==> src/rtl/write_output_if.sv <==
`default_nettype none
// ============================================================================
//  Module      : write_output_if
//  Description : Frame-request, FFT result capture and result stream bundle
//                for the write_output block.
//  Revision    : 1.0 - initial release
// ============================================================================
interface write_output_if #(
    parameter int WORDSIZE = 16
);
    logic                st_data;
    logic                in_valid;
    logic [WORDSIZE-1:0] fft_out0;
    logic [WORDSIZE-1:0] fft_out1;
    logic [WORDSIZE-1:0] fft_out2;
    logic [WORDSIZE-1:0] fft_out3;
    logic [WORDSIZE-1:0] out_data;
    logic                out_valid;
    logic                out_ready;
    logic                wr_done;
    logic                wr_error;

    // Controller / upstream FFT / downstream sink side
    modport master (
        output st_data, in_valid, fft_out0, fft_out1, fft_out2, fft_out3, out_ready,
        input  out_data, out_valid, wr_done, wr_error
    );

    // write_output block side
    modport slave (
        input  st_data, in_valid, fft_out0, fft_out1, fft_out2, fft_out3, out_ready,
        output out_data, out_valid, wr_done, wr_error
    );
endinterface
`default_nettype wire

==> src/rtl/write_output.sv <==
`default_nettype none
// ============================================================================
//  Module      : write_output
//  Description : Captures four FFT result words per cycle into a frame buffer,
//                then streams the frame out one word per cycle (natural or
//                bit-reversed address order) and reports completion with a
//                level handshake.
//  Revision    : 1.0 - initial release
// ============================================================================
module write_output #(
    parameter int WORDSIZE   = 16,
    parameter int NUMSAMPLES = 32,
    parameter int ADDRBITS   = 5,
    parameter int BITREV     = 0
) (
    input  wire logic      clk,
    input  wire logic      rst,
    write_output_if.slave  bus
);

    localparam logic [1:0] c_IDLE    = 2'd0;
    localparam logic [1:0] c_CAPTURE = 2'd1;
    localparam logic [1:0] c_DRAIN   = 2'd2;
    localparam logic [1:0] c_DONE    = 2'd3;

    localparam logic [ADDRBITS-3:0] c_LAST_GRP  = (ADDRBITS-2)'(NUMSAMPLES/4 - 1);
    localparam logic [ADDRBITS-1:0] c_LAST_WORD = ADDRBITS'(NUMSAMPLES - 1);

    logic [1:0]          r_state;
    logic [ADDRBITS-3:0] r_wr_ptr;
    logic [ADDRBITS-1:0] r_rd_ptr;
    logic [WORDSIZE-1:0] r_mem [0:NUMSAMPLES-1];
    logic [WORDSIZE-1:0] r_out_data;
    logic                r_out_valid;
    logic                r_wr_done;
    logic                r_wr_error;

    logic [ADDRBITS-1:0] w_rd_sel;
    logic [ADDRBITS-1:0] w_rd_addr;

    // While a word is already presented, prefetch the next one so an accepted
    // word is replaced on the very next cycle.
    assign w_rd_sel = r_out_valid ? (r_rd_ptr + 1'b1) : r_rd_ptr;

    generate
        if (BITREV != 0) begin : g_rev_order
            logic [ADDRBITS-1:0] w_rev;
            for (genvar gi = 0; gi < ADDRBITS; gi++) begin : g_bitrev
                assign w_rev[gi] = w_rd_sel[ADDRBITS-1-gi];
            end
            assign w_rd_addr = w_rev;
        end else begin : g_nat_order
            assign w_rd_addr = w_rd_sel;
        end
    endgenerate

    // Store one four-word result group into consecutive buffer slots
    always_ff @(posedge clk) begin
        if (r_state == c_CAPTURE && bus.in_valid) begin
            r_mem[{r_wr_ptr, 2'd0}] <= bus.fft_out0;
            r_mem[{r_wr_ptr, 2'd1}] <= bus.fft_out1;
            r_mem[{r_wr_ptr, 2'd2}] <= bus.fft_out2;
            r_mem[{r_wr_ptr, 2'd3}] <= bus.fft_out3;
        end
    end

    // Frame sequencing: capture, drain, completion handshake and error flag
    always_ff @(posedge clk) begin
        if (rst) begin
            r_state     <= c_IDLE;
            r_wr_ptr    <= '0;
            r_rd_ptr    <= '0;
            r_out_data  <= '0;
            r_out_valid <= 1'b0;
            r_wr_done   <= 1'b0;
            r_wr_error  <= 1'b0;
        end else begin
            // Result data arriving when no frame is being captured is dropped
            if (bus.in_valid && r_state != c_CAPTURE) begin
                r_wr_error <= 1'b1;
            end
            case (r_state)
                c_IDLE: begin
                    if (bus.st_data) begin
                        r_state    <= c_CAPTURE;
                        r_wr_ptr   <= '0;
                        r_rd_ptr   <= '0;
                        r_wr_error <= 1'b0;
                    end
                end
                c_CAPTURE: begin
                    if (!bus.st_data) begin
                        r_state  <= c_IDLE;
                        r_wr_ptr <= '0;
                        r_rd_ptr <= '0;
                    end else if (bus.in_valid) begin
                        if (r_wr_ptr == c_LAST_GRP) begin
                            r_state <= c_DRAIN;
                        end else begin
                            r_wr_ptr <= r_wr_ptr + 1'b1;
                        end
                    end
                end
                c_DRAIN: begin
                    if (!bus.st_data) begin
                        r_state     <= c_IDLE;
                        r_out_valid <= 1'b0;
                        r_wr_ptr    <= '0;
                        r_rd_ptr    <= '0;
                    end else if (!r_out_valid) begin
                        r_out_valid <= 1'b1;
                        r_out_data  <= r_mem[w_rd_addr];
                    end else if (bus.out_ready) begin
                        if (r_rd_ptr == c_LAST_WORD) begin
                            r_state     <= c_DONE;
                            r_out_valid <= 1'b0;
                            r_wr_done   <= 1'b1;
                        end else begin
                            r_rd_ptr   <= r_rd_ptr + 1'b1;
                            r_out_data <= r_mem[w_rd_addr];
                        end
                    end
                end
                c_DONE: begin
                    if (!bus.st_data) begin
                        r_state   <= c_IDLE;
                        r_wr_done <= 1'b0;
                    end
                end
                default: r_state <= c_IDLE;
            endcase
        end
    end

    assign bus.out_data  = r_out_data;
    assign bus.out_valid = r_out_valid;
    assign bus.wr_done   = r_wr_done;
    assign bus.wr_error  = r_wr_error;

endmodule
`default_nettype wire

==> src/flat_wrapper.sv <==
// flat-port wrapper written by rule: the top's interface ports become plain ports
module write_output_flat 
#(
    parameter int WORDSIZE   = 16,
    parameter int NUMSAMPLES = 32,
    parameter int ADDRBITS   = 5,
    parameter int BITREV     = 0
)
  (clk, rst, bus_st_data, bus_in_valid, bus_fft_out0, bus_fft_out1, bus_fft_out2, bus_fft_out3, bus_out_ready, bus_out_data, bus_out_valid, bus_wr_done, bus_wr_error);
  write_output_if #(.WORDSIZE(WORDSIZE)) bus_i ();
  input  wire logic clk;
  input  wire logic rst;
  input wire logic [$bits(bus_i.st_data)-1:0] bus_st_data;
  input wire logic [$bits(bus_i.in_valid)-1:0] bus_in_valid;
  input wire logic [$bits(bus_i.fft_out0)-1:0] bus_fft_out0;
  input wire logic [$bits(bus_i.fft_out1)-1:0] bus_fft_out1;
  input wire logic [$bits(bus_i.fft_out2)-1:0] bus_fft_out2;
  input wire logic [$bits(bus_i.fft_out3)-1:0] bus_fft_out3;
  input wire logic [$bits(bus_i.out_ready)-1:0] bus_out_ready;
  output wire logic [$bits(bus_i.out_data)-1:0] bus_out_data;
  output wire logic [$bits(bus_i.out_valid)-1:0] bus_out_valid;
  output wire logic [$bits(bus_i.wr_done)-1:0] bus_wr_done;
  output wire logic [$bits(bus_i.wr_error)-1:0] bus_wr_error;
  assign bus_i.st_data = bus_st_data;
  assign bus_i.in_valid = bus_in_valid;
  assign bus_i.fft_out0 = bus_fft_out0;
  assign bus_i.fft_out1 = bus_fft_out1;
  assign bus_i.fft_out2 = bus_fft_out2;
  assign bus_i.fft_out3 = bus_fft_out3;
  assign bus_i.out_ready = bus_out_ready;
  assign bus_out_data = bus_i.out_data;
  assign bus_out_valid = bus_i.out_valid;
  assign bus_wr_done = bus_i.wr_done;
  assign bus_wr_error = bus_i.wr_error;
  write_output #(.WORDSIZE(WORDSIZE), .NUMSAMPLES(NUMSAMPLES), .ADDRBITS(ADDRBITS), .BITREV(BITREV)) u_core (.clk(clk), .rst(rst), .bus(bus_i));
endmodule
==> config.mk <==
export PLATFORM = sky130hd
export DESIGN_NAME = write_output_flat
export DESIGN_NICKNAME = d
export VERILOG_FILES = /design/src/rtl/write_output_if.sv /design/src/rtl/write_output.sv /design/src/flat_wrapper.sv
export SDC_FILE = /design/constraint.sdc
export NUM_CORES = 1
export LEC_CHECK = 0
export CORE_MARGIN = 2
export CORE_UTILIZATION = 25
export CTS_CLUSTER_DIAMETER = 60
export DETAILED_ROUTE_END_ITERATION = 10
export PLACE_DENSITY = 0.37
export SETUP_SLACK_MARGIN = 0.2
export SYNTH_ARGS = -nofsm -noshare
export SYNTH_HDL_FRONTEND = slang
export SYNTH_SLANG_ARGS = --single-unit
==> constraint.sdc <==
create_clock -name clk -period 9 [get_ports clk]
set_input_delay 2.7 -clock clk [delete_from_list [all_inputs] [get_ports clk]]
set_output_delay 2.7 -clock clk [all_outputs]
set_load 0.1 [all_outputs]
# [Word-level counts from Yosys, hierarchy flattened]
# Memories as Yosys holds them, arrays and structs flattened.
# Index checks and enable logic that the tools add are counted.
[classes] n_addsub=2 multipliers=0 div_mod_pow=0 n_lt_le_gt_ge=0 n_eq_ne=23 shift=0 n_mux=42 bitwise=0 n_reduce_logical=10
[ops] op="two-way mux 16 bit" count=3
[ops] op="two-way mux 5 bit" count=7
[ops] op="two-way mux 2 bit" count=9
[ops] op="!= test 2 bit (second input constant)" count=8
[ops] op="two-way mux 3 bit" count=5
[ops] op="!= test 3 bit (second input constant)" count=5
[ops] op="case mux 5 bit (3 select lines)" count=1
[ops] op="two-way mux 1 bit" count=14
[ops] op="AND reduction 6 bit" count=2
[ops] op="case mux 3 bit (3 select lines)" count=1
[ops] op="case mux 2 bit (4 select lines)" count=1
[ops] op="AND reduction 7 bit" count=1
[ops] op="!= test 2 x 1 -> 1 bit (second input constant)" count=3
[ops] op="!= test 3 x 2 -> 1 bit (second input constant)" count=2
[ops] op="adder 5 x 1 -> 5 bit (second input constant)" count=1
[ops] op="== test 5 bit (second input constant)" count=1
[ops] op="AND reduction 5 bit" count=1
[ops] op="== test 2 bit (second input constant)" count=2
[ops] op="AND reduction 4 bit" count=1
[ops] op="adder 3 x 1 -> 3 bit (second input constant)" count=1
[ops] op="== test 3 bit (second input constant)" count=1
[ops] op="nonzero test 3 bit" count=1
[ops] op="== test 2 x 1 -> 1 bit (second input constant)" count=1
[ops] op="logical AND 1 bit" count=2
[ops] op="other kinds (3)" count=3
[word_totals] regBits=29 latch_bits=0 ramBits=512 rom_bits=0 inputBits=69 output_inout_bits=19 word_cells=85 memories=1
[mem_list] name="u_core.r_mem" depth=32 width=16 rd=1 rd_ports_with_merged_regs=0 write_ports=4 line_no="write_output.sv:32" rtl="logic [WORDSIZE-1:0] r_mem [0:NUMSAMPLES-1];"

# [Logic depth before layout (Yosys ltp)]
# Gate-level depths: netlist of the first run.
[logic_depth] depth_word=6 ltp_mapped=9

# [Least setup slack after synthesis of the first run]
# No wires, ideal clock.
[synth_path] path_type="input-to-reg" startpoint="input bus_in_valid" endpoint="memory u_core.r_mem[0][0] (enable)" setup_ns=0.565 arrival_ns=7.185 t_required_ns=8.435 setup_slack_ns=1.250 cell_stages=2 n_path_buf=0 path_cell_list="nand3b_1 nor3_1"
[synth_lines] element="start: declaration" line_no="flat_wrapper.sv:14" rtl="input wire logic [$bits(bus_i.in_valid)-1:0] bus_in_valid;"
[synth_lines] element="end: declaration" line_no="write_output.sv:32"

# [Final worst setup path of the first run]
[layout_path] startpoint="input bus_st_data" endpoint="register u_core.r_out_data[11] (netlist: u_core.bus.out_data[11])"
[layout_via] elab_chain_len=1
[layout_lines] element="start: declaration" line_no="flat_wrapper.sv:13" rtl="input wire logic [$bits(bus_i.st_data)-1:0] bus_st_data;"
[layout_lines] element="AND reduction 4 bit (no line)"
[layout_lines] element="end signal: assignment" line_no="write_output.sv:112" rtl="r_out_data <= r_mem[w_rd_addr];"
[layout_lines] element="end signal: assignment" line_no="write_output.sv:120" rtl="r_out_data <= r_mem[w_rd_addr];"
[layout_lines] element="end: declaration" line_no="write_output.sv:33" rtl="logic [WORDSIZE-1:0] r_out_data;"
# Every way passes these cells.
# A chain may end at the register's enable or synchronous reset.

==> reports/results.ini, run 1 <==
[status]
status = finished clean

[synth]
synthArstFlopShare = 0
synth_xor_xnor_area_share = 0.00199
synth_mux_area_frac = 0.255
ys_seq_area_frac = 0.634
synth_cell_types = 49
synth_flop_cell = edfxtp_1
syn-instance-count = 1249
ys_warn_count = 0
synth_area_um2 = 25100
synth_enable_flop_cells = 512
avgSynthCellArea_um2 = 20.1
ys_ff_latch = 541
synth_top_family_by_area = multiplexers
synthAdderAreaFrac = 0.00249
synth-simple-area-share = 0.0340
synth_nets = 1323
synth_compound_area_frac = 0.0447

[power]
leakage_nw = 9.17
vdd_ir_drop_max_mv = 0.147
power_density_nw_per_um2 = 195

[cells_and_area]
nets = 1415
finalNonFillerCells = 2694
antenna_cells = 0
drive_gt1_frac = 0.317
post-route-util = 0.298
area_delta_synth_final_pct = 18.3

[route]
drt_iter0_drc = 913
drc = 0
firstDrtPassIters = 5
vias = 13400
ant_nets = 0
routedWlPerCell_um = 26.4
vias_per_cell = 4.97
wl_um = 71200

[clocking]
cts_buffers = 74
cts_hold_buffers = 0
clk_pin_slew_ps = 50
root_buffer = clkbuf_16
clockBufferDepth = 3
cts_sinks = 541
ctsHtreeMaxLevel = 3
post-cts-setup-buffer-count = 0
cts_tree = done
cts_resized = 0
clk_latency_ps = 640

[setup_path]
path_class = input pin to flip-flop
crit-reg2reg-launch = u_core.r_rd_ptr[1]$_SDFFE_PP0P_
critPathLaunchType = input pin
cp.required_ps = 9490
endpoint_kind = flip-flop
crit_start = bus_st_data
path_max_fanout = 17
critPathArrivalTime_ps = 5650

[sta]
worst_slack_ps = 3840
tightest_slew_ps = 1090
slew_headroom = 0.270
rsz0062_at_grt = no
setup_violations = 0
fin_skew_ps = 36.1
post-route-period-util = 0.574
slew_violations = 0
tns_ps = 0
max_freq_mhz = 194
hold_viol = 0
hold_ws_ps = 507
fin_crit_ps = 5160

[place]
io_buffer_count = 87
dpl_worst_slack_ps = 3210
gp_congestion = 0.688
dp_hpwl_um = 40900
place_inst = 2563

[global_routing]
overflow = 0
grt_pass1_vias = 14000
gr-usage-all-layers = 0.138
grt_max_degree = 140
grt_first_pass_wirelength_um = 103000
antenna_found_initial = 1

[die]
core_area_um2 = 99900
dieWidth_um = 321
pin_count = 88
fp.dieH_um = 321
die_area_um2 = 103000
fp-row-count = 116
start_util = 0.252

[hold_path]
hold_start = u_core.bus.wr_error$_SDFF_PP0_
hold_class = flip-flop to flip-flop

[flow_run]
maxCapViolCount = 0

## routing by layer
metal | vias up | part of all wire | global-route usage
met1 | 7343 | 0.46 | 0.189
met4 | 0 | 0.016 | 0.0369
li1 | 5669 | - | -
met3 | 77 | 0.044 | 0.0229
met5 | - | 0 | 0
met2 | 302 | 0.48 | 0.227
## logic make-up (layout without fill, tap and decap cells)
| logic type | after synthesis | in the layout |
|---|---|---|
| mux | 320 | 320 |
| xor+xnor | 4 | 4 |
| flops | 541 | 541 |
| compound gates | 144 | 144 |
| buf+inv | 104 | 251 |
| simple gates | 131 | 131 |
| fa+ha+maj | 5 | 5 |
## layout by cell type (no fill, tap or decap), types with 3 or more instances in the layout
cell,instances
buf_4,26
clkbuf_8,3
mux4_2,256
inv_6,8
nor2b_1,4
clkbuf_1,17
nand2b_1,6
nor3_2,15
nor2_4,7
bufinv_16,7
or3_1,5
nand3_1,5
o22ai_1,32
a21oi_4,3
o21bai_1,16
a22o_1,48
clkinv_2,6
a221o_1,16
nor4_2,10
clkbuf_16,76
nor2_1,10
o21ai_0,6
mux2i_1,64
nand3b_1,4
nand2_1,12
edfxtp_1,512
a21oi_1,12
clkinv_1,7
ha_1,4
clkdlybuf4s50_1,86
dfxtp_1,27
inv_1,4
nor4_1,22
nor3_1,22
## cell type report
cell class,instances,area [um2]
clock buffer,96,2010
timing repair buffer,115,1100
fill,9672,70100
inverter,5,21.3
clock inverter,35,420
sequential,541,16000
multi-input combinational,604,8610
tap,1298,1620
## sequential cells by signal, summed over array words and instances (netlist names)
register and flops:
u_core.r_state 2, u_core.bus.out_valid 1, u_core.r_rd_ptr 5, u_core.bus.wr_error 1, u_core.r_mem 512, u_core.r_wr_ptr 3, u_core.bus.out_data 16, u_core.bus.wr_done 1
## Yosys cell counts (2+ instances only)
cell type | instances | area [um2]
edfxtp_1 | 512 | 15400
mux4_2 | 256 | 5770
mux2i_1 | 64 | 641
a22o_1 | 48 | 420
buf_2 | 36 | 180
o22ai_1 | 32 | 200
dfxtp_1 | 29 | 581
buf_6 | 24 | 270
nor3_1 | 24 | 120
nor4_1 | 22 | 138
buf_4 | 21 | 158
nor2_1 | 17 | 63.8
a221o_1 | 16 | 160
clkbuf_1 | 16 | 60.1
o21bai_1 | 16 | 120
nor3_2 | 13 | 130
a21oi_1 | 12 | 60.1
nand2_1 | 12 | 45.0
nor4_2 | 10 | 125
nand2b_1 | 6 | 37.5
o21ai_0 | 6 | 30.0
ha_1 | 5 | 62.6
inv_1 | 5 | 18.8
nand3_1 | 5 | 25.0
or3_1 | 5 | 31.3
nand3b_1 | 4 | 30.0
nor2b_1 | 4 | 25.0
a21oi_2 | 2 | 17.5
a31oi_1 | 2 | 12.5
and3_1 | 2 | 12.5
buf_1 | 2 | 7.51
nand4b_1 | 2 | 17.5
xnor2_1 | 2 | 17.5
xor2_2 | 2 | 32.5
## worst paths after layout
kind	to	slack, ps	cells past startpoint
setup / recovery	u_core.bus.out_data[11]$_SDFFE_PP0P_	3840	7
hold / removal	u_core.bus.wr_error$_SDFF_PP0_	510	2
setup reg to reg	u_core.bus.out_data[5]$_SDFFE_PP0P_	4970	7
hold reg to reg	u_core.bus.wr_error$_SDFF_PP0_	510	2
## per-stage QoR
stage               total power, mW  instance area (um2)
global route                   5.99                29700
CTS                            5.90                29700
floorplan                      2.84                25100
detailed placement             2.94                27300
finish                         5.80                29700
global placement               2.94                27300
## worst max-delay path: stages
cell             delay [ps]
clkdlybuf4s50_1         670
nand3b_1                310
a21oi_4                 730
nand2_1                 460
buf_4                   350
nor3_1                  280
nor4_1                   90
## power by group
part	internal [mW]	total [mW]	switching, mW	leakage [nW]
clock network	1.79	2.91	1.13	1.18
registers	2.77	2.77	0.00504	4.85
logic	0.0379	0.112	0.0738	3.13
total	4.59	5.80	1.21	9.17
Note: power is estimated with default switching activity, not from simulation.
==> inputs of run 2 (changes only) <==
- PLACE_DENSITY: 0.37 -> 0.39
- clock period: 9 -> 4.46 ns (I/O delays scaled with it)
==> reports/results.ini, run 2 (same netlist as run 1, synthesis figures left out) <==
[status]
status = finished clean

[place]
io_buffer_count = 87
gp_congestion = 0.698
dp_hpwl_um = 43900

[global_routing]
grt_pass1_vias = 14500
overflow = 0
antenna_found_initial = 2
gr-usage-all-layers = 0.142
grt_max_degree = 119
grt_first_pass_wirelength_um = 105000

[setup_path]
critPathBufInv = 1
path_depth = 1
path_cells = clkdlybuf4s50_1
cpMaxStageDelayCell = clkdlybuf4s50_1
endpoint_kind = primary output
cp.required_ps = 3120
critPathArrivalTime_ps = 2320
path_delay_family = buffers and inverters
slowest_delay_ps = 1200
path_max_fanout = 2
reg2regPathDepth = 9
critPathLaunchType = flip-flop
path_class = flip-flop to primary output

[sta]
tightest_slew_ps = 1010
post-route-period-util = 0.820
setup_violations = 0
max_freq_mhz = 273
slew_violations = 0
fin_skew_ps = 22.6
fin_crit_ps = 3660
hold_viol = 0
slew_headroom = 0.325
rsz0062_at_grt = no

[die]
start_util = 0.252
fp-row-count = 116
core_area_um2 = 99900
dieWidth_um = 321
pin_count = 88
fp.dieH_um = 321
die_area_um2 = 103000

[route]
vias_per_cell = 4.99
routedWlPerCell_um = 26.7
wl_um = 72400
drc = 0
firstDrtPassIters = 5
drt_iter0_drc = 1045
vias = 13500
ant_nets = 0

[power]
pwr-share-clk = 0.480
switching_share = 0.212
vdd_ir_drop_max_mv = 0.250
p_comb_frac = 0.020
power_mw = 11.2
power_density_nw_per_um2 = 376
p_seq_frac = 0.500
p_int_mw = 8.81
leakage_nw = 9.17
power_switching_mw = 2.37

[clocking]
clk_pin_slew_ps = 50
clk_latency_ps = 630
cts_buffers = 69
ctsHtreeMaxLevel = 3
cts_tree = done
root_buffer = clkbuf_16
cts_hold_buffers = 0
clockBufferDepth = 3
cts_sinks = 541
cts_resized = 0
post-cts-setup-buffer-count = 0

[flow_run]
maxCapViolCount = 0

[cells_and_area]
regArea_um2 = 16000
final_common_cell = edfxtp_1
multi_input_area_um2 = 8620
final_cell_mix = edfxtp_1, mux4_2, clkdlybuf4s50_1
area_delta_synth_final_pct = 18.4
drive_gt1_frac = 0.324
nFillCells = 9701
post-route-util = 0.298
nets = 1430
largest_reg_flops = 512
regMostFlops = u_core.r_mem

[hold_path]
hold_class = flip-flop to flip-flop
min_path_cells = 2

run 2: cell count changes in the layout (fill, tap and decap cells not counted), sizes merged:
cell	before	now
clkdlybuf4s50	86	85
diode	0	2
clkbuf	96	82
inv	16	9
buf	29	50
bufinv	7	4
clkinv	16	34
clkinvlp	1	2
run 2: metal layers:
layer,share of wire,vias to the layer above,global-route usage
li1,-,5711,-
met4,0.019,0,0.0398
met1,0.45,7357,0.198
met2,0.48,367,0.227
met5,0,-,0
met3,0.051,87,0.0254
run 2: path summary, 6_finish.rpt:
path / slack, ps / start / endpoint
worst max register to register: 1270 / u_core.r_rd_ptr[1]$_SDFFE_PP0P_ / u_core.bus.out_data[1]$_SDFFE_PP0P_
worst max-delay path: 800 / u_core.bus.out_data[8]$_SDFFE_PP0P_ / bus_out_data[8]
worst min register to register: 500 / u_core.bus.wr_error$_SDFF_PP0_ / u_core.bus.wr_error$_SDFF_PP0_
worst min-delay path: 500 / u_core.bus.wr_error$_SDFF_PP0_ / u_core.bus.wr_error$_SDFF_PP0_
run 2: power groups by stage:
stage | clock network, mW | logic (mW) | registers, mW
after detailed placement | 0 | 0.235 | 5.69
after floorplan | 0 | 0.0430 | 5.70
after global placement | 0 | 0.239 | 5.69
after global routing | 5.75 | 0.246 | 5.59
final | 5.36 | 0.228 | 5.59
after CTS | 5.55 | 0.236 | 5.59
run 2: per-stage QoR:
step	setup TNS [ps]	hold WS (ps)	area, um2	worst slack, ps	instances
3_3_place_gp	0	486	27600	829	2583
4_1_cts	0	500	29800	724	2709
2_1_floorplan	-81680	470	25200	-216	1249
3_5_place_dp	0	489	27600	718	2583
5_1_grt	0	540	29800	661	2709
6_report	0	496	29800	802	2711
run 2: area by class of cell:
| class | count | share of cell area |
|---|---|---|
| multi-input combinational | 604 | 0.290 |
| tap | 1298 | 0.0546 |
| clock inverter | 44 | 0.0133 |
| clock buffer | 82 | 0.0607 |
| inverter | 5 | 0.000715 |
| sequential | 541 | 0.536 |
| timing repair buffer | 135 | 0.0445 |
| antenna | 2 | 0.000168 |
